File: config.mk
export PLATFORM = sky130hd
export DESIGN_NAME = cordic_core
export DESIGN_NICKNAME = d
export VERILOG_FILES = /design/src/rtl/cordic_core.sv
export SDC_FILE = /design/constraint.sdc
export NUM_CORES = 1
export LEC_CHECK = 0
export CAP_MARGIN = 20
export CORE_MARGIN = 8
export CORE_UTILIZATION = 38
export CTS_CLUSTER_SIZE = 30
export DETAILED_ROUTE_END_ITERATION = 16
export PLACE_DENSITY = 0.52
export SYNTH_ARGS = -nofsm -noshare
export SYNTH_HDL_FRONTEND = slang
export SYNTH_SLANG_ARGS = --single-unit
File: constraint.sdc
create_clock -name clk -period 7 [get_ports clk]
set_clock_uncertainty 0.05 [all_clocks]
set_input_delay 0.7 -clock clk [delete_from_list [all_inputs] [get_ports clk]]
set_output_delay 0.7 -clock clk [all_outputs]
set_load 0.01 [all_outputs]
File: src/rtl/cordic_core.sv
// Bus-mapped iterative CORDIC rotation engine: ANGLE write starts a cos/sin computation,
// one micro-rotation per clock after quadrant pre-reduction.
module cordic_core #(
  parameter int unsigned ITERATIONS = 30
) (
  input  logic        clk,
  input  logic        rst,
  input  logic        bus_write,
  input  logic        bus_read,
  input  logic [5:0]  addr,
  input  logic [31:0] wdata,
  output logic [31:0] rdata,
  output logic        done
);

  localparam int unsigned DW = 34;
  localparam int unsigned CW = 5;
  localparam logic signed [DW-1:0] X_INIT  = 34'sh0_26DD_3B6A;
  localparam logic signed [DW-1:0] QUARTER = 34'sh0_2000_0000;
  localparam logic signed [DW-1:0] HALF    = 34'sh0_4000_0000;

  typedef enum logic [1:0] {IDLE, LOAD, ITER, FINISH} state_t;

  state_t                state_q, state_d;
  logic [CW-1:0]         iter_q;
  logic signed [DW-1:0]  x_q, y_q, z_q;
  logic                  neg_q;
  logic [31:0]           angle_q, cos_q, sin_q;
  logic                  busy;
  logic                  angle_wr;
  logic signed [DW-1:0]  ang_ext, x_sh, y_sh, atan_i;

  // atan(2^-i) in binary-angle units (2^30 = 180 degrees)
  function automatic logic [31:0] atan_lut(input logic [CW-1:0] i);
    logic [31:0] v;
    v = '0;
    case (i)
      5'd0:  v = 32'h1000_0000;  5'd1:  v = 32'h0972_028E;
      5'd2:  v = 32'h04FD_9C2E;  5'd3:  v = 32'h0288_88EA;
      5'd4:  v = 32'h0145_86A2;  5'd5:  v = 32'h00A2_EBF1;
      5'd6:  v = 32'h0051_7B0F;  5'd7:  v = 32'h0028_BE2B;
      5'd8:  v = 32'h0014_5F2A;  5'd9:  v = 32'h000A_2F97;
      5'd10: v = 32'h0005_17CC;  5'd11: v = 32'h0002_8BE6;
      5'd12: v = 32'h0001_45F3;  5'd13: v = 32'h0000_A2FA;
      5'd14: v = 32'h0000_517D;  5'd15: v = 32'h0000_28BE;
      5'd16: v = 32'h0000_145F;  5'd17: v = 32'h0000_0A30;
      5'd18: v = 32'h0000_0518;  5'd19: v = 32'h0000_028C;
      5'd20: v = 32'h0000_0146;  5'd21: v = 32'h0000_00A3;
      5'd22: v = 32'h0000_0051;  5'd23: v = 32'h0000_0029;
      5'd24: v = 32'h0000_0014;  5'd25: v = 32'h0000_000A;
      5'd26: v = 32'h0000_0005;  5'd27: v = 32'h0000_0003;
      5'd28: v = 32'h0000_0001;  5'd29: v = 32'h0000_0001;
      default: v = '0;
    endcase
    return v;
  endfunction

  assign angle_wr = bus_write && (addr == 6'h04);
  assign busy     = (state_q != IDLE);
  assign ang_ext  = {{3{angle_q[30]}}, angle_q[30:0]};
  assign x_sh     = x_q >>> iter_q;
  assign y_sh     = y_q >>> iter_q;
  assign atan_i   = {2'b00, atan_lut(iter_q)};

  // State register
  always_ff @(posedge clk or negedge rst) begin
    if (!rst) state_q <= IDLE;
    else      state_q <= state_d;
  end

  // Next state; an ANGLE write restarts from LOAD in any state
  always_comb begin
    state_d = state_q;
    case (state_q)
      IDLE:    state_d = IDLE;
      LOAD:    state_d = ITER;
      ITER:    if (iter_q == CW'(ITERATIONS - 1)) state_d = FINISH;
      FINISH:  state_d = IDLE;
      default: state_d = IDLE;
    endcase
    if (angle_wr) state_d = LOAD;
  end

  // Datapath and result registers
  always_ff @(posedge clk or negedge rst) begin
    if (!rst) begin
      angle_q <= '0;
      cos_q   <= '0;
      sin_q   <= '0;
      done    <= 1'b0;
      x_q     <= '0;
      y_q     <= '0;
      z_q     <= '0;
      neg_q   <= 1'b0;
      iter_q  <= '0;
    end else begin
      if (angle_wr) begin
        angle_q <= wdata;
        done    <= 1'b0;
      end
      case (state_q)
        LOAD: begin
          x_q    <= X_INIT;
          y_q    <= '0;
          iter_q <= '0;
          if (ang_ext > QUARTER) begin
            z_q   <= ang_ext - HALF;
            neg_q <= 1'b1;
          end else if (ang_ext < -QUARTER) begin
            z_q   <= ang_ext + HALF;
            neg_q <= 1'b1;
          end else begin
            z_q   <= ang_ext;
            neg_q <= 1'b0;
          end
        end
        ITER: begin
          iter_q <= iter_q + CW'(1);
          if (!z_q[DW-1]) begin
            x_q <= x_q - y_sh;
            y_q <= y_q + x_sh;
            z_q <= z_q - atan_i;
          end else begin
            x_q <= x_q + y_sh;
            y_q <= y_q - x_sh;
            z_q <= z_q + atan_i;
          end
        end
        FINISH: begin
          // A write landing on FINISH aborts this result
          if (!angle_wr) begin
            cos_q <= 32'(neg_q ? -x_q : x_q);
            sin_q <= 32'(neg_q ? -y_q : y_q);
            done  <= 1'b1;
          end
        end
        default: ;
      endcase
    end
  end

  // Combinational register read, no side effects
  always_comb begin
    rdata = '0;
    if (bus_read) begin
      case (addr)
        6'h00:   rdata = {30'd0, busy, done};
        6'h04:   rdata = angle_q;
        6'h08:   rdata = cos_q;
        6'h0C:   rdata = sin_q;
        default: rdata = '0;
      endcase
    end
  end

endmodule

### After elaboration in Yosys (flattened, before gate mapping)

Memories as Yosys holds them, arrays and structs flattened.
Index checks and enable logic that the tools add are counted.

| cells by class | value |
|---|---|
| add/sub/neg operators | 11 |
| order comparisons | 2 |
| equality and inequality tests | 8 |
| shift operators | 2 |
| mux-type cells | 21 |
| bitwise gates (word level) | 1 |
| reduce and logical (&&, ||, !) cells | 7 |

Operator list:

| operator | count |
|---|---|
| $pmux 34 s2 | 3 |
| $mux 34 | 5 |
| $pmux 32 s4 | 1 |
| $mux 32 | 3 |
| $add 34x34->34 | 2 |
| $sshr 34x5->34 | 2 |
| $sub 34x34->34 | 2 |
| $neg 32->32 | 2 |
| $add 34x33->34 | 1 |
| $sub 34x33->34 | 1 |
| $add 31x32->33 const B | 1 |
| $sub 31x32->33 const B | 1 |
| $gt 31x31->1 const B | 1 |
| $lt 31x30->1 const B | 1 |
| $eq 6x4->1 const B | 2 |
| $pmux 5 s2 | 1 |
| $eq 6x3->1 const B | 1 |
| $logic_not 6->1 | 1 |
| $pmux 2 s3 | 1 |
| $add 5x1->5 const B | 1 |
| $eq 5x5->1 const B | 1 |
| $mux 1 | 5 |
| $eq 2x2->1 const B | 2 |
| $mux 2 | 2 |
| 8 further kinds | 9 |

| word-level totals | value |
|---|---|
| flip-flop bits (word level) | 207 |
| bits in read-only memories | 928 |
| input port bits | 42 |
| output and inout bits | 33 |
| memories kept | 1 |

Memories:

| memory | words | bits a word | read ports | clocked after Yosys merged registers in | wr ports | line | text |
|---|---|---|---|---|---|---|---|
| (name not given) | 32 | 29 | 1 | 0 | 0 | 37 | `case (i)` |

### Longest topological paths before layout

Gate-level depths: netlist (run 1).

| depth | value |
|---|---|
| depth after elaboration | 5 |
| depth in mapped cells | 30 |

### Worst setup path after synthesis (run 1)

Ideal clock, no wire load.

| timing | value |
|---|---|
| path type | reg2reg |
| start | reg iter_q[0] |
| end | reg z_q[32] |
| arrival time | 6.179 ns |
| data required time | 6.825 ns |
| setup slack | 0.646 ns |
| stages on the path, launching flop included | 27 |
| period minus slack after synthesis | 6.354 ns |
| path through | dfrtp_1 -> buf_2 -> clkinv_1 -> buf_2 -> buf_2 -> buf_1 -> ha_1 -> clkbuf_1 -> nor2b_1 -> nor3_1 -> a311o_1 -> nor4_1 -> nand2_1 -> o21ai_0 -> xor2_1 -> ha_1 -> and4_1 -> nand4_1 -> or2_2 -> o221ai_1 -> a21oi_1 -> o221a_2 -> o31ai_1 -> a21oi_1 -> a21oi_1 -> nand3_1 -> nor3b_1 |

| on the way | value |
|---|---|
| cells in the longest elaborated chain, start to end | 4 |
| elaborated cells on any way between the ends | 5 |
| classes of those cells | 2 x add/sub; 2 x mux; 1 x memory |

RTL lines:

| what | line | text |
|---|---|---|
| from (decl) | 25 | `logic [CW-1:0] iter_q;` |
| from (signal assigned) | 118 | `iter_q <= iter_q + CW'(1);` |
| $mem_v2 32x29 (*) | n/a |  |
| $sub 34x33->34 / $add 34x33->34 (equally long branches) | 122, 126 |  |
| $mux 34 (*) | 119 | `if (!z_q[DW-1]) begin` |
| $pmux 34 s2 (*) | 101 | `case (state_q)` |
| to (signal assigned) | 107 | `z_q <= ang_ext - HALF;` |
| to (signal assigned) | 122 | `z_q <= z_q - atan_i;` |
| to (signal assigned) | 126 | `z_q <= z_q + atan_i;` |
| to (decl) | 26 | `logic signed [DW-1:0] x_q, y_q, z_q;` |

Mark *: on every way between the ends. The rest lies on a longest branch, timed or not.
A chain may end at the register's enable or synchronous reset.

### Worst setup path after layout (run 1)

| timing | value |
|---|---|
| start | reg iter_q[1] |
| end | reg x_q[33] |

| on the way | value |
|---|---|
| cells in the longest elaborated chain, start to end | 4 |
| elaborated cells on any way between the ends | 5 |
| classes of those cells | 2 x add/sub; 1 x shift; 2 x mux |

RTL lines:

| what | line | text |
|---|---|---|
| $sshr 34x5->34 (*) | 62 | `assign y_sh = y_q >>> iter_q;` |
| $sub 34x34->34 / $add 34x34->34 (equally long branches) | 120, 124 |  |
| $mux 34 (*) | 119 |  |
| $pmux 34 s2 (*) | 101 |  |
| to (signal assigned) | 120 | `x_q <= x_q - y_sh;` |
| to (signal assigned) | 124 | `x_q <= x_q + y_sh;` |
| to (decl) | 26 |  |

Marks and branches as above.

==> summary.txt, run 1 <==
Synth
  • Post-Synthesis Cells: 2569
  • Seq/Total Area, Yosys: 23.5%
  • Ys flop type: dfrtp_1
  • #FFs+latches synth: 207
  • Mapped Area: 0.0220 mm^2
  • Count leader, synth: nand2_1
  • Syn_nets: 2732
  • Synthesized area per cell: 8.57 um^2
  • Synth warn: 0
  • EDFF count, synth: 0
  • Distinct cell type count after synthesis: 94
  • Area leader, netlist: dfrtp_1
  • Synth area leaders: dfrtp_1 (24%), mux4_2 (7.7%), ha_1 (6.7%)
  • Share of the synthesized area in the top cell type: 23.5%
  • Most frequent cells after synthesis: nand2_1 (223), nor2_1 (217), a21oi_1 (209)
  • Async set-reset flop share out of synthesis: 100%

Flow run
  • Max cap viols: 0

Timing
  • Worst Max-Slew Pin Slew: 1.07 ns
  • Max-slew violation count: 0
  • Setup violations, final: 0
  • Relative slew slack: 28.4%
  • Min Tclk post-route: 6.55 ns
  • Fin crit share: 93.5%
  • Setup TNS: 0 ns
  • Hold Vio Cnt, Final: 0
  • Achievable frequency: 153 MHz
  • RSZ-0062 raised after global routing: false

Critical path
  • CP endpoint kind: register
  • Startpoint types: register
  • CP required: 7.42 ns
  • CP arrival: 6.97 ns
  • Worst Path Class, Setup: reg -> reg
  • CP max FO: 19

Finish
  • Fill cells: 5794
  • Synthesis-to-layout area growth: 12.9%
  • Ant diodes: 0
  • Layout cells sized above 1: 14.3%
  • Layout Nets: 2749

Clock tree
  • CTS Buf Count: 29
  • Post-CTS setup buffers: 0
  • Clock Latency Late Sink: 0.60 ns
  • CTS tree: built
  • Clock transition at path regs: 0.06 ns
  • Root buf cell: clkbuf_16
  • CTS sink cnt: 207
  • CTS Buffer Depth: 3
  • Clock H-tree levels: 1

Global routing
  • Pin count of the biggest net entering global routing: 134
  • Global-route wire length before repair: 132 mm
  • Initial antenna violation count: 1
  • GRT Util Overall: 25.6%
  • Vias in the first global route: 20200
  • GRT overflow: 0

Route
  • Residual DRC: 0
  • WL final: 88.1 mm
  • Vias: 20900
  • Count of antenna-violating nets left after detailed routing: 0
  • DR WL/cell: 26.1 um
  • Vias/cell: 6.21
  • Drt pass-1 iters: 7
  • Iter 0 DRT Violations: 1774

Hold path
  • Hold Path Class: in -> async

Die
  • Starting density of the core: 38.3%
  • Chip Width: 257 um
  • Die H: 257 um
  • IO Pins: 75
  • Core area: 0.0575 mm^2
  • Die ar.: 0.0659 mm^2
  • Row cnt: 88

Placed design
  • GP Congestion: 0.979
  • HPWL Detailed: 68.1 mm
  • # port buffers: 74

Status
  • Outcome: complete, no violations
## path summary, 6_finish.rpt
| kind | slack [ns] | endpoint | cells after the start | startpoint |
|---|---|---|---|---|
| max reg2reg | 0.45 | x_q[33] | 22 | iter_q[1] |
| min | 0.04 | cos_q[3] | 1 | rst |
| max | 0.45 | x_q[33] | 22 | iter_q[1] |
| max in group asynchronous | 5.56 | iter_q[2] | 2 | rst |
| min reg2reg | 0.42 | sin_q[6] | 2 | sin_q[6] |
| min in group clk | 0.42 | sin_q[6] | 2 | sin_q[6] |
## layout make-up
class,count,area [um^2],share of cell area (%)
timing repair buffer,189,1700,6.83
sequential,207,5200,20.9
multi-input combinational,2099,15800,63.5
tap,765,957,3.85
inverter,60,225,0.907
clock buffer,38,820,3.30
clock inverter,14,183,0.735
## per-stage QoR
| stage | instances | setup slack, ns | utilization (%) | cell area, um^2 | hold slack [ns] |
|---|---|---|---|---|---|
| floorplan | 2569 | 0.646 | - | 22000 | 0.354 |
| global placement | 3320 | 0.558 | 41.5 | 23800 | 0.406 |
| detailed placement | 3320 | 0.411 | 41.5 | 23800 | 0.415 |
| CTS | 3372 | 0.380 | 43.2 | 24800 | 0.0592 |
| global route | 3372 | 0.0408 | 43.2 | 24800 | 0.0734 |
| finish | 3372 | 0.453 | 43.2 | 24800 | 0.0423 |
## logic make-up (layout without fill, tap and decap cells)
logic type	Yosys count	after routing	synth area share (%)
and+or+nand+nor	695	695	15.0
muxes	263	263	17.1
AOI/OAI and AO/OA	793	793	23.3
adders and majority gates	121	121	6.98
buffers and inverters	263	301	5.08
DFF	207	207	23.5
xor gates and xnor gates	227	227	9.03
## layer usage
layer / global-route usage (%) / part of all wire (%)
met5: 0 / 0
met4: 8.56 / 3.4
met3: 4.10 / 7.3
met2: 40.2 / 44
met1: 35.7 / 45
## sequential cells by signal, indices dropped and copies added, names as in the netlist
name / cells
state_q: 2
neg_q: 1
angle_q: 32
done: 1
z_q: 34
x_q: 34
cos_q: 32
iter_q: 5
y_q: 34
sin_q: 32
## placed cells by master, fill, tap and decap left out, types with 28 or more instances in the layout
cell type | synthesis | routed
ha_1 | 118 | 116
a22oi_1 | 46 | 46
inv_1 | 56 | 55
xnor2_1 | 117 | 117
clkbuf_16 | 0 | 29
a31oi_1 | 32 | 32
buf_4 | 3 | 108
a22o_1 | 33 | 33
nand3_1 | 29 | 28
mux4_2 | 75 | 75
dfrtp_1 | 207 | 200
a21o_1 | 58 | 58
a21oi_1 | 209 | 209
mux2i_1 | 91 | 91
o21ai_0 | 189 | 188
clkdlybuf4s50_1 | 0 | 73
nand2_1 | 223 | 222
nor2_1 | 217 | 215
xor2_1 | 110 | 110
mux2_2 | 89 | 89
nor3_1 | 30 | 30
## worst max-delay path: stages, from the launching register on
cell	delay [ns]
dfrtp_4	0.65
buf_4	0.31
mux4_2	0.54
mux2_2	0.32
o21a_1	0.18
a221o_1	0.32
nor4b_2	0.42
nand2_1	0.11
or4_1	0.68
and2_1	0.23
xnor2_1	0.13
ha_1	0.36
nand2_1	0.09
o21ai_0	0.27
a21oi_1	0.08
o21a_1	0.20
o21ai_1	0.28
o2111ai_1	0.19
a31oi_1	0.29
a31oi_1	0.15
xnor2_1	0.21
nor3_1	0.07
a221o_1	0.29
## repair_timing
item	in CTS	in global routing
setup endpoints to repair	0	2
gates resized for setup	0	3
hold buffers	0	0
Power of run 1 is left out: the tool's default activity adds up to more than one toggle a clock period on the data nets, which glitch-free logic cannot reach.
==> run 2, diff against run 1 <==
Settings changed: SLEW_MARGIN set to 20, TNS_END_PERCENT set to 5.
==> results of run 2 <==
The final DEF is identical to that of run 1; final timing and power are the same.
Power of run 2 is left out for the same reason.
==> run 3, diff against run 2 <==
Settings changed: PLACE_DENSITY 0.52 to 0.6.
==> run 3 against run 2 <==
Worst setup slack worse by 0.11 ns; sequential share of layout area hardly changed; first-iteration DRC count is 30% higher; count of clock-buffer cells in the layout is 1 lower; die area stayed put; via count is 0.21% lower; global-route usage is 1.4 points lower.
==> summary.txt, run 3 (synthesized netlist as in run 1, its figures left out) <==
Finish
  • Commonest non-fill, non-tap cells in the layout: nand2_1 (222), nor2_1 (215), a21oi_1 (209)
  • Ant diodes: 0 (unchanged)
  • Area of the multi-input gates: 0.0158 mm^2 (about the same)
  • Layout cells sized above 1: 14.2% (-0.12 points)
  • Layout Nets: 2749 (unchanged)
  • Synthesis-to-layout area growth: 12.9% (about the same)
  • Commonest non-fill, non-tap cell in the layout: nand2_1
  • Fill cells: 5660 (-2.3%)
  • Reg area: 0.00520 mm^2 (unchanged)
  • Largest registers: x_q x34, y_q x34, z_q x34

Critical path
  • CP endpoint kind: register
  • Crit path cell chain: inv_1 > buf_12 > mux4_2 > mux4_2 > a21boi_1 > nand4b_1 > and3b_1 > and2_1 > a21oi_1 > xnor2_1 > ha_1 > a21o_1 > a21o_1 > a221o_1 > a21oi_1 > o21ai_0 > a41oi_1 > a21boi_0 > o21a_1 > o21ai_0 > mux2_2 > o311ai_0
  • R2r worst-path depth: 22 (unchanged)
  • CP arrival: 7.08 ns (+0.11 ns)
  • Startpoint types: register
  • Worst Path Class, Setup: reg -> reg
  • Reg2reg setup slack: 0.34 ns (-0.11 ns)
  • RR Endpoint: y_q[29]
  • CP required: 7.42 ns (about the same)
  • CP max FO: 48 (+29)
  • Max incr delay on CP: 0.72 ns (+0.04 ns)
  • Buf+Inv Stages, Crit Path: 2 (+1)
  • Top delay family on crit path: compound AO/OA/AOI/OAI gates
  • Reg-to-reg startpoint: iter_q[2]
  • Slowest cell on crit path: dfrtp_4

Clock tree
  • Root buf cell: clkbuf_16
  • Post-CTS setup buffers: 0 (unchanged)
  • Post-CTS Resized: 0 (unchanged)
  • Clock H-tree levels: 1 (unchanged)
  • CTS Buffer Depth: 3 (unchanged)
  • Clock transition at path regs: 0.06 ns (about the same)
  • CTS sink cnt: 207 (unchanged)
  • Clock Latency Late Sink: 0.60 ns (about the same)
  • CTS Buf Count: 29 (unchanged)
  • CTS tree: built

Die
  • Die H: 257 um (unchanged)
  • Die ar.: 0.0659 mm^2 (unchanged)
  • Row cnt: 88 (unchanged)
  • IO Pins: 75 (unchanged)
  • Chip Width: 257 um (unchanged)
  • Starting density of the core: 38.3% (unchanged)
  • Core area: 0.0575 mm^2 (unchanged)

Flow run
  • Max cap viols: 0 (unchanged)

Hold path
  • Hold_sp: cos_q[6]
  • Hold EP: cos_q[6]
  • Hold Path Class: reg -> reg
  • Hold Path Depth: 2

Global routing
  • GRT overflow: 0 (unchanged)
  • Pin count of the biggest net entering global routing: 157 (+17%)
  • Global-route wire length before repair: 127 mm (-3.5%)
  • GRT Util Overall: 24.2% (-1.4 points)
  • Vias in the first global route: 20100 (-0.48%)
  • Initial antenna violation count: 0 (-1)

Timing
  • Achievable frequency: 150 MHz (-1.7%)
  • Setup TNS: 0 ns (unchanged)
  • Hold Vio Cnt, Final: 0 (unchanged)
  • Max-slew violation count: 0 (unchanged)
  • Setup violations, final: 0 (unchanged)
  • RSZ-0062 raised after global routing: false
  • Worst Max-Slew Pin Slew: 0.999 ns (-0.0717 ns)
  • Min Tclk post-route: 6.66 ns (+0.111 ns)
  • Relative slew slack: 33.3% (+4.9 points)
  • Fin crit share: 95.1% (+1.6 points)

Route
  • Count of antenna-violating nets left after detailed routing: 0 (unchanged)
  • Residual DRC: 0 (unchanged)
  • WL final: 83.1 mm (-5.7%)
  • Vias: 20900 (-0.21%)
  • Iter 0 DRT Violations: 2314 (+30%)
  • Drt pass-1 iters: 6 (-1)
  • DR WL/cell: 24.6 um (-5.7%)
  • Vias/cell: 6.20 (-0.21%)

Status
  • Outcome: complete, no violations

Placed design
  • # port buffers: 74 (unchanged)
  • HPWL Detailed: 62.9 mm (-7.7%)
  • GP Congestion: 1.02 (+3.8%)
==> run 3: worst max-delay path by stage <==
stage	cells past startpoint	start	end
after floorplan	26	iter_q[0]	z_q[32]
after global placement	24	iter_q[1]	y_q[33]
after detailed placement	22	iter_q[2]	y_q[29]
after CTS	22	iter_q[2]	y_q[29]
after global routing	22	iter_q[0]	x_q[33]
final	22	iter_q[2]	y_q[29]
==> run 3: layer usage <==
| metal | vias up | GRT usage (%) | wire (um) |
|---|---|---|---|
| met4 | 0 | 9.82 | 3800 |
| met5 | - | 0 | 0 |
| met2 | 1002 | 36.5 | 35400 |
| li1 | 9564 | - | - |
| met1 | 10200 | 33.7 | 36300 |
| met3 | 168 | 4.81 | 7520 |
==> run 3: worst min-delay path, delay by kind of cell (launching register included) <==
family           cells  cell delay [ns]
AO/OA/AOI/OAI        1             0.06
flip-flops           1             0.34
AND/OR/NAND/NOR      1             0.04
==> run 3: stage by stage <==
stage | cell area [um^2] | hold slack (ns) | cells | util (%) | setup slack (ns)
after floorplan | 22000 | 0.354 | 2569 | - | 0.646
after global placement | 23800 | 0.407 | 3319 | 41.5 | 0.508
after detailed placement | 23800 | 0.415 | 3319 | 41.5 | 0.474
after CTS | 24800 | 0.427 | 3372 | 43.2 | 0.441
after global routing | 24800 | 0.444 | 3372 | 43.2 | 0.0165
final | 24800 | 0.426 | 3372 | 43.2 | 0.342
==> run 3: cell type report <==
cell class | instances | share of cell area (%)
flip-flops and latches | 207 | 20.9
repair buffers | 189 | 6.94
multi-input cells | 2099 | 63.4
clock inverters | 15 | 0.715
well taps | 765 | 3.85
clock buffers | 37 | 3.24
inverters | 60 | 0.907
==> run 3: what timing repair did <==
item,in CTS,in global routing
endpoints found under the hold margin,24,0
endpoints found under the setup margin,0,0
hold buffers,1,0
Power of run 3 is left out for the same reason.
